**src/rtl/mult_div_unit.sv**
```systemverilog
// mult_div_unit: execute-stage multiply/divide unit. Holds the architectural
// HI/LO registers and runs multi-cycle mult/multu/div/divu operations.
//
// Ports:
//   clk      in   rising-edge clock
//   reset    in   asynchronous, active-high reset
//   start    in   launch the operation selected by mdctr
//   mdctr    in   3'b001 mult, 3'b010 multu, 3'b011 div, 3'b100 divu
//   a, b     in   rs / rt operands; a is also the mthi/mtlo write data
//   hiwrite  in   mthi: HI <= a (IDLE only)
//   lowrite  in   mtlo: LO <= a (IDLE only)
//   flush    in   cancels start/hiwrite/lowrite in the same cycle
//   busy     out  high while an operation is in flight
//   hi, lo   out  HI/LO registers
//
// Multiply is a single product formed at launch and held until the commit
// edge. Divide is a restoring divider on operand magnitudes that retires
// 4 quotient bits per cycle, so 8 of the DIV_CYCLES busy cycles do the work.
// The divider needs DIV_CYCLES >= 9 to finish before the commit edge.
module mult_div_unit #(
  parameter int MULT_CYCLES = 5,
  parameter int DIV_CYCLES  = 10
) (
  input  logic        clk,
  input  logic        reset,
  input  logic        start,
  input  logic [2:0]  mdctr,
  input  logic [31:0] a,
  input  logic [31:0] b,
  input  logic        hiwrite,
  input  logic        lowrite,
  input  logic        flush,
  output logic        busy,
  output logic [31:0] hi,
  output logic [31:0] lo
);

  localparam int MAX_CYC   = (MULT_CYCLES > DIV_CYCLES) ? MULT_CYCLES : DIV_CYCLES;
  localparam int CNT_W     = ($clog2(MAX_CYC + 1) > 4) ? $clog2(MAX_CYC + 1) : 4;
  localparam int DIV_STEPS = 8;
  localparam int DIV_BITS  = 32 / DIV_STEPS;

  localparam logic [2:0] OP_MULT  = 3'b001;
  localparam logic [2:0] OP_MULTU = 3'b010;
  localparam logic [2:0] OP_DIV   = 3'b011;
  localparam logic [2:0] OP_DIVU  = 3'b100;

  // Divider iterates while cnt is above this value: the first DIV_STEPS run cycles.
  localparam logic [CNT_W-1:0] DIV_LAST = CNT_W'(DIV_CYCLES - DIV_STEPS);
  localparam logic [CNT_W-1:0] MULT_LD  = CNT_W'(MULT_CYCLES);
  localparam logic [CNT_W-1:0] DIV_LD   = CNT_W'(DIV_CYCLES);

  typedef enum logic {IDLE, RUN} state_t;

  // Context captured at launch for the commit edge.
  typedef struct packed {
    logic [2:0] op;
    logic       neg_q;  // quotient needs negation
    logic       neg_r;  // remainder takes the dividend's sign
    logic       dz;     // divisor was zero: commit nothing
  } md_ctx_t;

  state_t             state;
  logic [CNT_W-1:0]   cnt;
  md_ctx_t            ctx;
  logic [63:0]        prod;
  logic [32:0]        rem;
  logic [31:0]        quo;
  logic [31:0]        dvs;

  // ---------------------------------------------------------------- launch
  logic        op_valid, launch, in_div, sgn_mul, sgn_div;
  logic        a_neg, b_neg;
  logic [31:0] a_mag, b_mag;
  logic [63:0] mul_a, mul_b, mul_p;

  assign op_valid = (mdctr == OP_MULT) || (mdctr == OP_MULTU) ||
                    (mdctr == OP_DIV)  || (mdctr == OP_DIVU);
  assign launch   = (state == IDLE) && start && !flush && op_valid;
  assign in_div   = (mdctr == OP_DIV) || (mdctr == OP_DIVU);
  assign sgn_mul  = (mdctr == OP_MULT);
  assign sgn_div  = (mdctr == OP_DIV);

  // Low 64 bits of the product of sign/zero-extended operands equal the
  // exact 64-bit signed or unsigned product.
  assign mul_a = {{32{sgn_mul & a[31]}}, a};
  assign mul_b = {{32{sgn_mul & b[31]}}, b};
  assign mul_p = mul_a * mul_b;

  assign a_neg = sgn_div & a[31];
  assign b_neg = sgn_div & b[31];
  assign a_mag = a_neg ? (~a + 32'd1) : a;
  assign b_mag = b_neg ? (~b + 32'd1) : b;

  // --------------------------------------------------------- divider step
  // Shift one dividend bit into the partial remainder, subtract the divisor
  // when it fits, and shift the resulting quotient bit into quo.
  logic [32:0] rem_n;
  logic [31:0] quo_n;

  always_comb begin
    rem_n = rem;
    quo_n = quo;
    for (int i = 0; i < DIV_BITS; i++) begin
      rem_n = {rem_n[31:0], quo_n[31]};
      quo_n = {quo_n[30:0], 1'b0};
      if (rem_n >= {1'b0, dvs}) begin
        rem_n    = rem_n - {1'b0, dvs};
        quo_n[0] = 1'b1;
      end
    end
  end

  // ---------------------------------------------------------------- commit
  logic        ctx_div;
  logic [31:0] q_fix, r_fix;

  assign ctx_div = (ctx.op == OP_DIV) || (ctx.op == OP_DIVU);
  // Signed overflow (0x80000000 / -1) falls out naturally: |q| = 0x80000000,
  // both signs negative so no negation, remainder 0.
  assign q_fix = ctx.neg_q ? (~quo + 32'd1) : quo;
  assign r_fix = ctx.neg_r ? (~rem[31:0] + 32'd1) : rem[31:0];

  // ------------------------------------------------------------------- FSM
  always_ff @(posedge clk or posedge reset) begin
    if (reset) begin
      state <= IDLE;
      cnt   <= '0;
      busy  <= 1'b0;
      hi    <= '0;
      lo    <= '0;
      ctx   <= '0;
      prod  <= '0;
      rem   <= '0;
      quo   <= '0;
      dvs   <= '0;
    end else begin
      case (state)
        IDLE: begin
          if (launch) begin
            state <= RUN;
            busy  <= 1'b1;
            ctx   <= '{op: mdctr, neg_q: a_neg ^ b_neg, neg_r: a_neg, dz: (b == 32'd0)};
            if (in_div) begin
              cnt <= DIV_LD;
              rem <= '0;
              quo <= a_mag;
              dvs <= b_mag;
            end else begin
              cnt  <= MULT_LD;
              prod <= mul_p;
            end
          end else begin
            // start wins over mthi/mtlo, hence the else
            if (hiwrite && !flush) hi <= a;
            if (lowrite && !flush) lo <= a;
          end
        end
        RUN: begin
          if (cnt == CNT_W'(1)) begin
            state <= IDLE;
            busy  <= 1'b0;
            cnt   <= '0;
            if (ctx_div) begin
              if (!ctx.dz) begin
                hi <= r_fix;
                lo <= q_fix;
              end
            end else begin
              hi <= prod[63:32];
              lo <= prod[31:0];
            end
          end else begin
            cnt <= cnt - CNT_W'(1);
            if (ctx_div && (cnt > DIV_LAST)) begin
              rem <= rem_n;
              quo <= quo_n;
            end
          end
        end
        default: begin
          state <= IDLE;
          busy  <= 1'b0;
          cnt   <= '0;
        end
      endcase
    end
  end

endmodule

```
**config.mk**
```make
export PLATFORM = sky130hd
export DESIGN_NAME = mult_div_unit
export DESIGN_NICKNAME = d
export VERILOG_FILES = /design/src/rtl/mult_div_unit.sv
export SDC_FILE = /design/constraint.sdc
export NUM_CORES = 2
export LEC_CHECK = 0
export ABC_CLOCK_PERIOD_IN_PS = 16600
export BUFFER_PORTS_ARGS = -buffer_cell sky130_fd_sc_hd__clkbuf_2
export CAP_MARGIN = 10
export CORE_MARGIN = 3
export CORE_UTILIZATION = 45
export CTS_CLUSTER_SIZE = 40
export DETAILED_ROUTE_END_ITERATION = 8
export PLACE_DENSITY_LB_ADDON = 0.25
export SLEW_MARGIN = 5
export SYNTH_ARGS = -nofsm -noshare
export SYNTH_HDL_FRONTEND = slang
export SYNTH_SLANG_ARGS = --single-unit
```
**constraint.sdc**
```tcl
create_clock -name clk -period 16.6 [get_ports clk]
set_input_delay 3.32 -clock clk [delete_from_list [all_inputs] [get_ports clk]]
set_output_delay 3.32 -clock clk [all_outputs]
set_load 0.02 [all_outputs]
```
==> run_results.csv <==
group,metric,value,unit
outcome,outcome,"completed",
yosys,async_flop_share,100,%
run,drv_cap,0,
cells_and_area,nNetsFinal,8074,
routing,detail_route.iter0.violations,3895,
routing,final_antenna_net_count,0,
clock_tree,insertion_delay,0.61,ns
placed_design,port_buffers,137,
yosys,yosysUniqueCellTypes,78,
yosys,yosysTopAreaCell,"fa_1",
global_route,antenna_found_initial,9,
timing,setup-tns-final,0,ns
yosys,avgSynthCellArea,8.66,µm²
clock_tree,cts.clk_slew.worst_paths,0.07,ns
routing,vias,46900,
clock_tree,clockBufferDepth,3,
placed_design,dpl.hpwl,145000,µm
die,core_area,0.126,mm²
die,die_w,364,µm
die,fp-row-count,130,
cells_and_area,postLayoutCoreUtil,48.0,%
die,io_pins,138,
global_route,grt_pass1_wl,292000,µm
die,fp.dieH,364,µm
clock_tree,cts_sinks,236,
critical_path,ff2ff_path_depth,45,
yosys,synthCells,6645,
cells_and_area,fill_cells,12300,
global_route,grt_pass1_vias,48600,
critical_path,cp_data_required_time,17.11,ns
global_route,grt_max_degree,123,
global_route,grt_use_total,29.0,%
clock_tree,cts_tree,"yes",
cells_and_area,final_area,0.0606,mm²
clock_tree,cts_made_buffers,28,
timing,grt_setup_unrepaired,"false",
yosys,yosysTopAreaCellShare,39.3,%
routing,viasPerCell,5.72,
routing,routedWlPerCell,23.1,µm
cells_and_area,area_growth,5.36,%
cells_and_area,multi_input_area,0.0461,mm²
yosys,ys_seq_elements,236,
clock_tree,clk_root_buffer_cell,"clkbuf_16",
critical_path,crit_path_end_kind,"flop",
min_path,hold_start,"dvs[10]$_DFFE_PP0P_",
cells_and_area,seq_area,0.00591,mm²
yosys,ys.flop_type,"dfrtp_1",
critical_path,max_stage_delay,0.83,ns
cells_and_area,drive_above_1_share,5.85,%
placed_design,place.gp.congestion,0.938,
clock_tree,htree_levels,1,
placed_design,place_area,0.0597,mm²
global_route,globalRouteOverflowTotal,0,
min_path,whs_endpoint,"dvs[10]$_DFFE_PP0P_",
die,die_area,0.132,mm²
critical_path,start_kind,"flop",
clock_tree,hold_buffers,0,
timing,period_minus_slack,14.60,ns
timing,clock_skew,0.0165,ns
timing,fmax,68.5,MHz
critical_path,reg2reg_from,"dvs[1]$_DFFE_PP0P_",
yosys,synth-edff-count,0,
critical_path,crit_top_cell,"a21oi_1",
routing,firstDrtPassIters,5,
timing,worstMarginPinSlew,1.17,ns
critical_path,crit_type,"flop to flop",
critical_path,cp_max_fo,28,
yosys,ys_seq_area_share,10.3,%
timing,report.final.slew_viol_count,0,
timing,fin_crit_sh,87.9,%
timing,whs,0.479,ns
clock_tree,postCtsSetupBuffers,0,
critical_path,reg2reg_to,"rem[15]$_DFFE_PP0P_",
critical_path,reg2reg_slack,2.00,ns
timing,setup_viol,0,
critical_path,arrival,15.11,ns
routing,routed_wl,189000,µm
yosys,yosys_warnings,0,
yosys,syn_nets,8194,
die,start_util,45.5,%
yosys,synth_area,0.0576,mm²
clock_tree,cts_resized,0,
min_path,holdPathStages,2,
timing,hold_violations,0,
yosys,synthTopCellsByArea,"fa_1, dfrtp_1, ha_1, nand2_1, inv_1",
routing,route.detailed.drc,0,
critical_path,cp_slowest_cell,"o31ai_1",
timing,max_slew_margin,22.3,%
min_path,min_path_type,"flop to flop",
critical path, delay by kind of cell, from the launching register on:
family | cells | cell delay [ns]
compound gates | 28 | 8.83
fa+ha+maj | 4 | 1.41
buf+inv | 3 | 0.99
flops | 1 | 0.50
mux | 3 | 1.22
simple gates | 7 | 1.53
cells in the final DEF (no fill, tap or decap), types with 48 or more instances in the layout:
cell	instances
o21ai_0	318
nand3_1	57
a21o_1	87
fa_1	1129
nor2b_1	48
buf_4	97
ha_1	347
dfrtp_1	235
nand2b_1	53
inv_1	1102
xnor2_1	151
xor2_1	147
nor2_1	223
and2_1	264
o31ai_1	55
mux2_2	64
clkbuf_2	137
nand2_1	1152
a21oi_1	317
per-stage QoR:
step	instances	setup slack, ns
4_1_cts	8195	2.05
3_5_place_dp	8145	2.12
6_report	8200	2.00
2_1_floorplan	6645	4.80
3_3_place_gp	8145	2.16
5_1_grt	8195	1.28
area by class of cell:
| class | instances | area share [%] |
|---|---|---|
| sequential | 236 | 9.74 |
| antenna | 5 | 0.0206 |
| timing repair buffer | 234 | 2.33 |
| multi-input combinational | 4921 | 76.1 |
| inverter | 1104 | 6.85 |
| tap | 1650 | 3.40 |
| clock buffer | 38 | 1.33 |
| clock inverter | 12 | 0.268 |
registers in the layout (all words and copies together) (netlist names):
register / flops
dvs: 32
cnt: 4
prod: 64
hi: 32
quo: 32
lo: 32
ctx: 6
busy: 1
state: 1
rem: 32
layer usage:
metal / vias up / wire (µm) / track usage [%] / share of wire (%)
met5: - / 63 / 0 / 0.033
met4: 8 / 7050 / 9.58 / 3.7
met3: 360 / 15500 / 4.79 / 8.2
met2: 1860 / 87100 / 47.0 / 46
met1: 24100 / 79400 / 39.6 / 42
li1: 20500 / - / - / -
cells by family (layout without fill, tap and decap cells):
kind of cell               count (synthesis)  in the layout  synth area share [%]
and+or+nand+nor                         2023           2023                  15.9
xor gates and xnor gates                 298            298                  4.53
adders and majority gates               1476           1476                  46.8
DFF                                      236            236                  10.3
other                                      0              5                     0
buffers and inverters                   1488           1388                  9.76
muxes                                     88             88                  1.68
AOI/OAI and AO/OA                       1036           1036                  11.0
cells in the mapped netlist (all sizes together) (22+ instances only):
master  instances
and3           43
or3            24
nand3          57
o211ai         28
nand2b         53
o31ai          55
o311ai         22
nand2        1152
a21oi         321
a21o           87
buf            74
nor2b          48
nor2          224
clkbuf        310
ha            347
o21bai         26
nand4          43
fa           1129
o21ai         321
mux2           68
xnor2         151
dfrtp         236
inv          1104
a31oi          25
nor3           43
xor2          147
and2          264
o21a           31
worst max-delay path by stage:
stage,start,end,depth (start not counted)
after floorplan,dvs[1]$_DFFE_PP0P_,rem[9]$_DFFE_PP0P_,50
after global placement,dvs[1]$_DFFE_PP0P_,rem[15]$_DFFE_PP0P_,45
after detailed placement,dvs[1]$_DFFE_PP0P_,rem[15]$_DFFE_PP0P_,45
after CTS,dvs[1]$_DFFE_PP0P_,rem[28]$_DFFE_PP0P_,45
after global routing,dvs[1]$_DFFE_PP0P_,rem[10]$_DFFE_PP0P_,46
final,dvs[1]$_DFFE_PP0P_,rem[15]$_DFFE_PP0P_,45
Power is not shown: default switching activity piles up to over one toggle a cycle in this logic, so the estimate is an artifact.
